[config.mk]
export PLATFORM = sky130hd
export DESIGN_NAME = bidir_direction_arbiter
export DESIGN_NICKNAME = d
export VERILOG_FILES = /design/src/rtl/bidir_direction_arbiter.sv
export SDC_FILE = /design/constraint.sdc
export NUM_CORES = 1
export LEC_CHECK = 0
export CAP_MARGIN = 5
export CORE_AREA = 3 3 47 92
export DETAILED_ROUTE_END_ITERATION = 8
export DIE_AREA = 0 0 50 95
export GPL_TIMING_DRIVEN = 0
export PLACE_DENSITY = 0.49
export SYNTH_ARGS = -nofsm -noshare
export SYNTH_HDL_FRONTEND = slang
export SYNTH_SLANG_ARGS = --single-unit
[constraint.sdc]
create_clock -name clk -period 6.45 [get_ports clk]
set_input_delay 0.645 -clock clk [delete_from_list [all_inputs] [get_ports clk]]
set_output_delay 0.645 -clock clk [all_outputs]
set_load 0.02 [all_outputs]
[src/rtl/bidir_direction_arbiter.sv]
// Direction arbiter for a shared bidirectional buffer: one-edge grant when the buffer already faces the target,
// TURN_CYCLES dead cycles on a direction change, MAX_HOLD preemption; ARB_STATS_EN adds a turnaround counter.
module bidir_direction_arbiter #(
  parameter int TURN_CYCLES = 2,
  parameter int MAX_HOLD    = 16,
  parameter int CNT_W       = 16
) (
  input  logic             clk,
  input  logic             rst_n,
  input  logic             sender_req,
  input  logic             reciever_req,
  output logic             sender_gnt,
  output logic             reciever_gnt,
  output logic             sender_port,
  output logic             bus_en,
  output logic             turn_active
`ifdef ARB_STATS_EN
  ,
  output logic [CNT_W-1:0] switch_count
`endif
);

  localparam int TURN_W = 4;
  localparam int HOLD_W = $clog2(MAX_HOLD + 1);
  localparam logic [TURN_W-1:0] TURN_LAST = TURN_W'(TURN_CYCLES - 1);
  localparam logic [HOLD_W-1:0] HOLD_LAST = HOLD_W'(MAX_HOLD - 1);
  localparam logic [HOLD_W-1:0] HOLD_SAT  = HOLD_W'(MAX_HOLD);

  if (TURN_CYCLES < 1 || TURN_CYCLES > 15 || MAX_HOLD < 1 || CNT_W < 1) begin : g_param_err
    $error("bidir_direction_arbiter: parameter out of range");
  end

  typedef enum logic [1:0] {
    S_IDLE = 2'd0,
    S_SEND = 2'd1,
    S_RECV = 2'd2,
    S_TURN = 2'd3
  } state_t;

  // Direction values: 1 = sender side, 0 = reciever side.
  state_t              r_state;
  logic                r_last_owner;
  logic                r_target;
  logic [HOLD_W-1:0]   r_hold_cnt;
  logic [TURN_W-1:0]   r_turn_cnt;
  logic                r_sender_gnt;
  logic                r_reciever_gnt;
  logic                r_sender_port;
  logic                r_bus_en;
  logic                r_turn_active;

  state_t              w_state_nxt;
  logic                w_last_owner_nxt;
  logic                w_target_nxt;
  logic [HOLD_W-1:0]   w_hold_cnt_nxt;
  logic [TURN_W-1:0]   w_turn_cnt_nxt;
  logic                w_sender_gnt_nxt;
  logic                w_reciever_gnt_nxt;
  logic                w_sender_port_nxt;
  logic                w_bus_en_nxt;
  logic                w_turn_active_nxt;

  logic                w_pick;
  logic                w_own;
  logic                w_own_req;
  logic                w_oth_req;
  logic                w_tgt_req;

  // With both sides asking from idle, the side that did not own the bus last goes first.
  assign w_pick    = (sender_req & reciever_req) ? ~r_last_owner : sender_req;
  assign w_own     = (r_state == S_SEND);
  assign w_own_req = w_own ? sender_req : reciever_req;
  assign w_oth_req = w_own ? reciever_req : sender_req;
  assign w_tgt_req = r_target ? sender_req : reciever_req;

  always_ff @(posedge clk) begin
    if (!rst_n) begin
      r_state        <= S_IDLE;
      r_last_owner   <= 1'b0;
      r_target       <= 1'b0;
      r_hold_cnt     <= '0;
      r_turn_cnt     <= '0;
      r_sender_gnt   <= 1'b0;
      r_reciever_gnt <= 1'b0;
      r_sender_port  <= 1'b0;
      r_bus_en       <= 1'b0;
      r_turn_active  <= 1'b0;
    end else begin
      r_state        <= w_state_nxt;
      r_last_owner   <= w_last_owner_nxt;
      r_target       <= w_target_nxt;
      r_hold_cnt     <= w_hold_cnt_nxt;
      r_turn_cnt     <= w_turn_cnt_nxt;
      r_sender_gnt   <= w_sender_gnt_nxt;
      r_reciever_gnt <= w_reciever_gnt_nxt;
      r_sender_port  <= w_sender_port_nxt;
      r_bus_en       <= w_bus_en_nxt;
      r_turn_active  <= w_turn_active_nxt;
    end
  end

  always_comb begin
    w_state_nxt        = r_state;
    w_last_owner_nxt   = r_last_owner;
    w_target_nxt       = r_target;
    w_hold_cnt_nxt     = r_hold_cnt;
    w_turn_cnt_nxt     = r_turn_cnt;
    w_sender_gnt_nxt   = 1'b0;
    w_reciever_gnt_nxt = 1'b0;
    w_sender_port_nxt  = r_sender_port;
    w_bus_en_nxt       = 1'b0;
    w_turn_active_nxt  = 1'b0;

    case (r_state)
      S_IDLE: begin
        if (sender_req || reciever_req) begin
          if (w_pick == r_sender_port) begin
            w_state_nxt        = w_pick ? S_SEND : S_RECV;
            w_sender_gnt_nxt   = w_pick;
            w_reciever_gnt_nxt = ~w_pick;
            w_bus_en_nxt       = 1'b1;
            w_hold_cnt_nxt     = '0;
          end else begin
            w_state_nxt       = S_TURN;
            w_target_nxt      = w_pick;
            w_sender_port_nxt = w_pick;
            w_turn_active_nxt = 1'b1;
            w_turn_cnt_nxt    = '0;
          end
        end
      end

      S_TURN: begin
        if (r_turn_cnt == TURN_LAST) begin
          if (w_tgt_req) begin
            w_state_nxt        = r_target ? S_SEND : S_RECV;
            w_sender_gnt_nxt   = r_target;
            w_reciever_gnt_nxt = ~r_target;
            w_bus_en_nxt       = 1'b1;
            w_hold_cnt_nxt     = '0;
          end else begin
            w_state_nxt = S_IDLE;
          end
        end else begin
          w_turn_cnt_nxt    = r_turn_cnt + 1'b1;
          w_turn_active_nxt = 1'b1;
        end
      end

      S_SEND, S_RECV: begin
        // ">=" so a request arriving after the counter saturated still preempts at once.
        if (!w_own_req || (w_oth_req && (r_hold_cnt >= HOLD_LAST))) begin
          w_last_owner_nxt = w_own;
          if (w_oth_req) begin
            w_state_nxt       = S_TURN;
            w_target_nxt      = ~w_own;
            w_sender_port_nxt = ~w_own;
            w_turn_active_nxt = 1'b1;
            w_turn_cnt_nxt    = '0;
          end else begin
            w_state_nxt = S_IDLE;
          end
        end else begin
          w_sender_gnt_nxt   = w_own;
          w_reciever_gnt_nxt = ~w_own;
          w_bus_en_nxt       = 1'b1;
          if (r_hold_cnt != HOLD_SAT) begin
            w_hold_cnt_nxt = r_hold_cnt + 1'b1;
          end
        end
      end

      default: begin
        w_state_nxt = S_IDLE;
      end
    endcase
  end

  assign sender_gnt   = r_sender_gnt;
  assign reciever_gnt = r_reciever_gnt;
  assign sender_port  = r_sender_port;
  assign bus_en       = r_bus_en;
  assign turn_active  = r_turn_active;

`ifdef ARB_STATS_EN
  logic [CNT_W-1:0] r_switch_count;
  logic             w_turn_done;

  assign w_turn_done = (r_state == S_TURN) && (r_turn_cnt == TURN_LAST);

  always_ff @(posedge clk) begin
    if (!rst_n) begin
      r_switch_count <= '0;
    end else if (w_turn_done && (r_switch_count != {CNT_W{1'b1}})) begin
      r_switch_count <= r_switch_count + 1'b1;
    end
  end

  assign switch_count = r_switch_count;
`endif

  a_one_hot_gnt : assert property (@(posedge clk) disable iff (!rst_n)
    !(sender_gnt && reciever_gnt));
  a_sender_gnt_dir : assert property (@(posedge clk) disable iff (!rst_n)
    sender_gnt |-> (sender_port && bus_en));
  a_reciever_gnt_dir : assert property (@(posedge clk) disable iff (!rst_n)
    reciever_gnt |-> (!sender_port && bus_en));
  a_turn_bus_off : assert property (@(posedge clk) disable iff (!rst_n)
    (r_state == S_TURN) |-> !bus_en);

endmodule

==> results of run 1 <==
-- cells by family after synthesis --
family                     after synthesis
buffers and inverters                   22
adders and majority gates               12
and+or+nand+nor                         54
muxes                                    5
DFF                                     17
AOI/OAI and AO/OA                       44
-- worst max-delay path, delay by kind of cell --
family,cells,cell delay [ns]
adder cells (fa/ha/maj),1,0.36
AND/OR/NAND/NOR,2,0.69
AO/OA/AOI/OAI,3,0.84
buffers and inverters,3,0.78
-- synthesized netlist by cell type, drive strengths merged --
| cell | number | area, um2 |
|---|---|---|
| a31oi | 2 | 12.51 |
| o31a | 2 | 18.77 |
| a221o | 2 | 20.02 |
| o31ai | 1 | 7.510 |
| a221oi | 2 | 17.52 |
| a32oi | 1 | 8.760 |
| o21ai | 13 | 76.33 |
| nor2b | 1 | 6.260 |
| clkbuf | 3 | 11.26 |
| nand2b | 2 | 12.51 |
| a21oi | 9 | 45.04 |
| mux2i | 4 | 40.04 |
| or4 | 1 | 7.510 |
| nand3 | 7 | 40.04 |
| nor4 | 1 | 6.260 |
| nor2 | 13 | 56.31 |
| nor3 | 2 | 10.01 |
| nand2 | 14 | 52.55 |
| a311oi | 1 | 8.760 |
| nand4 | 2 | 18.77 |
| dfxtp | 17 | 340.3 |
| and3 | 2 | 12.51 |
| o211a | 1 | 17.52 |
| a211oi | 1 | 7.510 |
| and2 | 2 | 15.02 |
| o211ai | 2 | 15.01 |
| o32ai | 3 | 26.28 |
| a21boi | 1 | 7.510 |
| o311a | 1 | 10.01 |
| inv | 14 | 52.55 |
| or3 | 3 | 18.77 |
| a32o | 2 | 20.02 |
| ha | 12 | 150.1 |
| nand3b | 1 | 7.510 |
| buf | 5 | 40.04 |
| mux2 | 1 | 11.26 |
| or2 | 1 | 6.260 |
| nand4b | 1 | 23.77 |
| nor3b | 1 | 12.51 |
-- worst max-delay path by stage --
stage / end / slack (ns) / cells after the start / from
4_1_cts: r_hold_cnt[3]$_SDFFE_PN0P_ / 3.26 / 9 / sender_req
6_report: r_hold_cnt[3]$_SDFFE_PN0P_ / 3.32 / 9 / sender_req
5_1_grt: r_hold_cnt[3]$_SDFFE_PN0P_ / 3.11 / 9 / sender_req
3_3_place_gp: r_hold_cnt[3]$_SDFFE_PN0P_ / 3.07 / 9 / sender_req
3_5_place_dp: r_hold_cnt[3]$_SDFFE_PN0P_ / 3.03 / 9 / sender_req
2_1_floorplan: r_hold_cnt[3]$_SDFFE_PN0P_ / 3.89 / 8 / reciever_req
-- layout make-up --
cell class                 instances  area, um2  area share
inverter                          14      52.55     0.03605
timing repair buffer               8      80.08     0.05494
sequential                        17      340.3      0.2335
tap                               49      61.31     0.04206
buffer                             8      51.30     0.03519
clock buffer                       4      45.04     0.03090
multi-input combinational        115      827.0      0.5674
-- power by group --
| group | internal (mW) | total [mW] | switching [mW] |
|---|---|---|---|
| Clock | 0.0439 | 0.0809 | 0.0370 |
| Sequential | 0.128 | 0.144 | 0.0157 |
| Combinational | 0.126 | 0.309 | 0.183 |
-- flip-flops by register name (all words and copies together) (netlist names) --
name,flops
r_hold_cnt,5
sender_gnt,1
turn_active,1
r_turn_cnt,4
reciever_gnt,1
r_state,2
bus_en,1
sender_port,1
r_last_owner,1
-- through the flow --
stage / worst slack (ns) / power, mW / hold slack, ns / util
after floorplan: 3.891 / 0.3665 / 0.4422 / -
after global placement: 3.066 / 0.4537 / 0.4654 / 0.3834
after detailed placement: 3.030 / 0.4578 / 0.4818 / 0.3834
after CTS: 3.265 / 0.5399 / 0.4923 / 0.3956
after global routing: 3.109 / 0.5812 / 0.5369 / 0.3956
final: 3.318 / 0.5340 / 0.4907 / 0.3956
-- metal layers --
| metal | vias to the layer above | routed length (um) | global-route usage |
|---|---|---|---|
| li1 | 580 | - | - |
| met1 | 552 | 1192 | 0.1474 |
| met2 | 20 | 1751 | 0.2817 |
| met3 | 7 | 78 | 0.01738 |
| met4 | 0 | 75 | 0.07390 |
| met5 | - | 0 | 0 |
==> impl_metrics.yaml, run 1 <==
synth:
  synth-seq-area-share: 0.2677
  synth_compound_area_frac: 0.2510
  yosysUniqueCellTypes: 47
  synth_fa_ha_area_frac: 0.1181
  ys_ff_latch: 17
  synth_area_um2: 1271
  syn-num-nets: 170
  synth-simple-area-share: 0.2411
  netlist_instances: 154
  synth-xor-area-share: 0
  yosys-mux-area-fraction: 0.04035
  avgSynthCellArea_um2: 8.255
  synth_top_family_by_area: "compound AO/OA/AOI/OAI gates"
  ys_warn_count: 0
clocking:
  cts-root-buf: "clkbuf_8"
  ctsHoldBuffers: 0
  cts_made_buffers: 3
  path_clk_slew_ns: 0.07
  cts-resized-gates: 0
  clk_latency_ns: 0.25
  h-tree-depth: 1
  cts_tree: "yes"
  postCtsSetupRepairBufs: 0
  cts_num_sinks: 17
  cts_max_path_buffers: 2
route:
  wirelength_um: 3097
  dr_total_vias: 1159
  via_per_inst: 5.391
  ant_nets: 0
  drc: 0
  drt-initial-drc-count: 13
  drtPass1Iterations: 4
  wire_per_inst_um: 14.40
min_path:
  worstHoldEndpoint: "r_last_owner$_SDFFE_PN0P_"
  holdPathStages: 2
  hp-class: "reg -> reg"
  holdCritStartpoint: "r_last_owner$_SDFFE_PN0P_"
global_routing:
  grt_max_degree: 11
  overflow: 0
  grt_pass1_vias: 1186
  grt_pass1_wl_um: 5409
  antenna_found_initial: 0
  grt.total_usage: 0.1463
floorplanning:
  initial_utilization: 0.3450
  rows: 31
  die_x_um: 50
  core-area_um2: 3685
  dieArea_um2: 4750
  pin_count: 9
  die_h_um: 95
timing:
  slew_headroom: 0.6404
  fin_worst_skew_ns: 0.003465
  setup_viol: 0
  worst_pin_slew_ns: 0.5347
  fmax_ghz: 0.3192
  rsz0062_at_grt: "no"
  finalCritPeriodShare: 0.4857
  hold_viol_final: 0
  setup_tns_ns: 0
  fin_crit_ns: 3.132
  drv_slew: 0
placement:
  place_congestion: 0.8632
  dp.final_hpwl_um: 2488
  placed_cell_area_um2: 1413
  portBuffers: 8
  place_inst: 211
power:
  vdd_drop_max_mv: 0.1386
  p_leak_nw: 0.5499
  p_per_area_nw_per_um2: 366.3
worst_setup_path:
  cp-start-kind: "input pin"
  rr_worst_depth: 7
  worstPathArrival_ns: 3.31
  cp_slowest_stage_delay_ns: 0.54
  cp_data_required_time_ns: 6.63
  reg2reg_slack_ns: 4.05
  slowest_stage: "or4_1"
  critPathKind: "in -> reg"
  cp-end-kind: "flip-flop"
  path_cells: "clkdlybuf4s50_1, buf_6, a21boi_0, inv_1, ha_1, o21ai_4, nand4b_4, or4_1, a31oi_1"
  reg2reg_from: "r_last_owner$_SDFFE_PN0P_"
  cp_max_fo: 10
  rr_endpoint: "r_hold_cnt[3]$_SDFFE_PN0P_"
layout:
  stdcell_count: 215
  fillers: 391
  n_antenna_cell: 0
  fin_nets: 183
  final_cell_mix: "dfxtp_1, inv_1, nand2_1"
  drive_above_1_share: 0.1265
  final_common_cell: "dfxtp_1"
  syn2layout_area_growth_pct: 14.67
  design_area_um2: 1458
outcome:
  status: "completed"
flow_run:
  drv_cap: 0
Power figures use the tool's default switching activity.
==> run 2: changes to the inputs <==
clock period = 3.16 ns   (was 6.45 ns; I/O delays follow)
==> results of run 2 <==
Same layout as run 1 (identical final DEF). Status: completed.
Main changes from that run: setup slack after placement 3.030 ns -> 0.06917 ns; setup slack after layout 3.318 ns -> 0.3565 ns; register-to-register setup slack 4.05 ns -> 0.76 ns; total power 0.5340 mW -> 1.090 mW; worst IR drop on VDD 0.1386 mV -> 0.2829 mV
==> run 3: changes to the inputs <==
MAX_ROUTING_LAYER = met4   (was not set)
==> impl_metrics.yaml, run 3 (synthesis results as in run 1) <==
clocking:
  cts_made_buffers: 3
  cts_num_sinks: 17
  path_clk_slew_ns: 0.07
  cts_max_path_buffers: 2
  cts_tree: "yes"
  ctsHoldBuffers: 0
  postCtsSetupRepairBufs: 0
  clk_latency_ns: 0.25
  cts-resized-gates: 0
  h-tree-depth: 1
  cts-root-buf: "clkbuf_8"
floorplanning:
  die_x_um: 50
  dieArea_um2: 4750
  core-area_um2: 3685
  rows: 31
  die_h_um: 95
  initial_utilization: 0.3450
  pin_count: 9
outcome:
  status: "completed"
placement:
  portBuffers: 8
  placed_cell_area_um2: 1413
  dp_worst_setup_slack_ns: 0.06917
  place_inst: 211
  dp.final_hpwl_um: 2488
  place_congestion: 0.8771
route:
  wirelength_um: 3097
  drtPass1Iterations: 4
  drt-initial-drc-count: 16
  wire_per_inst_um: 14.40
  drc: 0
  dr_total_vias: 1159
  ant_nets: 0
  via_per_inst: 5.391
layout:
  reg_top3: "r_hold_cnt: 5 flops, r_turn_cnt: 4 flops, r_state: 2 flops"
  drive_above_1_share: 0.1265
  stdcell_count: 215
  fin_nets: 183
  fillers: 391
  largest_reg_flops: 5
  final_common_cell: "dfxtp_1"
  seqCellArea_um2: 340.3
  top_register: "r_hold_cnt"
  final_cell_mix: "dfxtp_1, inv_1, nand2_1"
  final_core_util: 0.3956
  multi_input_area_um2: 827.0
  syn2layout_area_growth_pct: 14.67
  n_antenna_cell: 0
  design_area_um2: 1458
timing:
  fmax_ghz: 0.3567
  fin_worst_skew_ns: 0.003466
  rsz0062_at_grt: "no"
  hold_viol_final: 0
  drv_slew: 0
  worst_pin_slew_ns: 0.5347
  fin_crit_ns: 2.803
  finalCritPeriodShare: 0.8872
  setup_tns_ns: 0
  setup_viol: 0
  layout_setup_ws_ns: 0.3565
  slew_headroom: 0.6404
worst_setup_path:
  cp_data_required_time_ns: 3.34
  cp-start-kind: "input pin"
  critPathKind: "in -> reg"
  reg2reg_slack_ns: 0.76
  cp_max_fo: 10
  cp-end-kind: "flip-flop"
  worstPathArrival_ns: 2.98
power:
  p_leak_nw: 0.5499
  vdd_drop_max_mv: 0.2829
  p_per_area_nw_per_um2: 747.7
  seqPwrFrac: 0.270
  power_switching_mw: 0.4807
  internal-power_mw: 0.6092
  clockPowerShare: 0.151
  switching_share: 0.4410
  combPwrFrac: 0.579
global_routing:
  overflow: 0
  grt_pass1_vias: 1188
  grt_max_degree: 11
  antenna_found_initial: 0
  grt.total_usage: 0.1503
  grt_pass1_wl_um: 5416
min_path:
  hp-class: "reg -> reg"
flow_run:
  drv_cap: 0
==> run 3: cell counts in the layout (fill, tap and decap cells not counted) <==
Identical to the previous run, type by type.
==> run 3: metrics by stage <==
stage	power, mW	hold WS [ns]
2_1_floorplan	0.7480	0.4422
3_3_place_gp	0.9260	0.4654
3_5_place_dp	0.9343	0.4818
4_1_cts	1.102	0.4923
5_1_grt	1.186	0.5369
6_report	1.090	0.4907
==> run 3: final timing paths <==
kind                                      to                       from  depth (start not counted)
setup / recovery  r_hold_cnt[3]$_SDFFE_PN0P_                 sender_req                          9
hold / removal     r_last_owner$_SDFFE_PN0P_  r_last_owner$_SDFFE_PN0P_                          2
setup reg to reg  r_hold_cnt[3]$_SDFFE_PN0P_  r_last_owner$_SDFFE_PN0P_                          7
hold reg to reg    r_last_owner$_SDFFE_PN0P_  r_last_owner$_SDFFE_PN0P_                          2
==> run 3: per-layer routing <==
| metal | routed length [um] | share of wire | track usage |
|---|---|---|---|
| met4 | 75 | 0.024 | 0.07390 |
| met2 | 1751 | 0.57 | 0.2817 |
| met3 | 78 | 0.025 | 0.01738 |
| met5 | 0 | 0 | - |
| met1 | 1192 | 0.38 | 0.1474 |
==> run 3: worst max-delay path: stages <==
cell,delay [ns]
clkdlybuf4s50_1,0.50
buf_6,0.15
a21boi_0,0.47
inv_1,0.13
ha_1,0.36
o21ai_4,0.20
nand4b_4,0.15
or4_1,0.54
a31oi_1,0.17
==> run 3: area by class of cell <==
type | count | share of cell area
multi-input cells | 115 | 0.5674
repair buffers | 8 | 0.05494
inverters | 14 | 0.03605
clock buffers | 4 | 0.03090
well taps | 49 | 0.04206
flip-flops and latches | 17 | 0.2335
plain buffers | 8 | 0.03519
==> run 3: power groups by stage <==
stage          Combinational (mW)  Sequential [mW]  Clock, mW
2_1_floorplan               0.418            0.330          0
3_3_place_gp                0.629            0.297          0
3_5_place_dp                0.635            0.299          0
4_1_cts                     0.637            0.294      0.171
5_1_grt                     0.706            0.302      0.179
6_report                    0.631            0.294      0.165
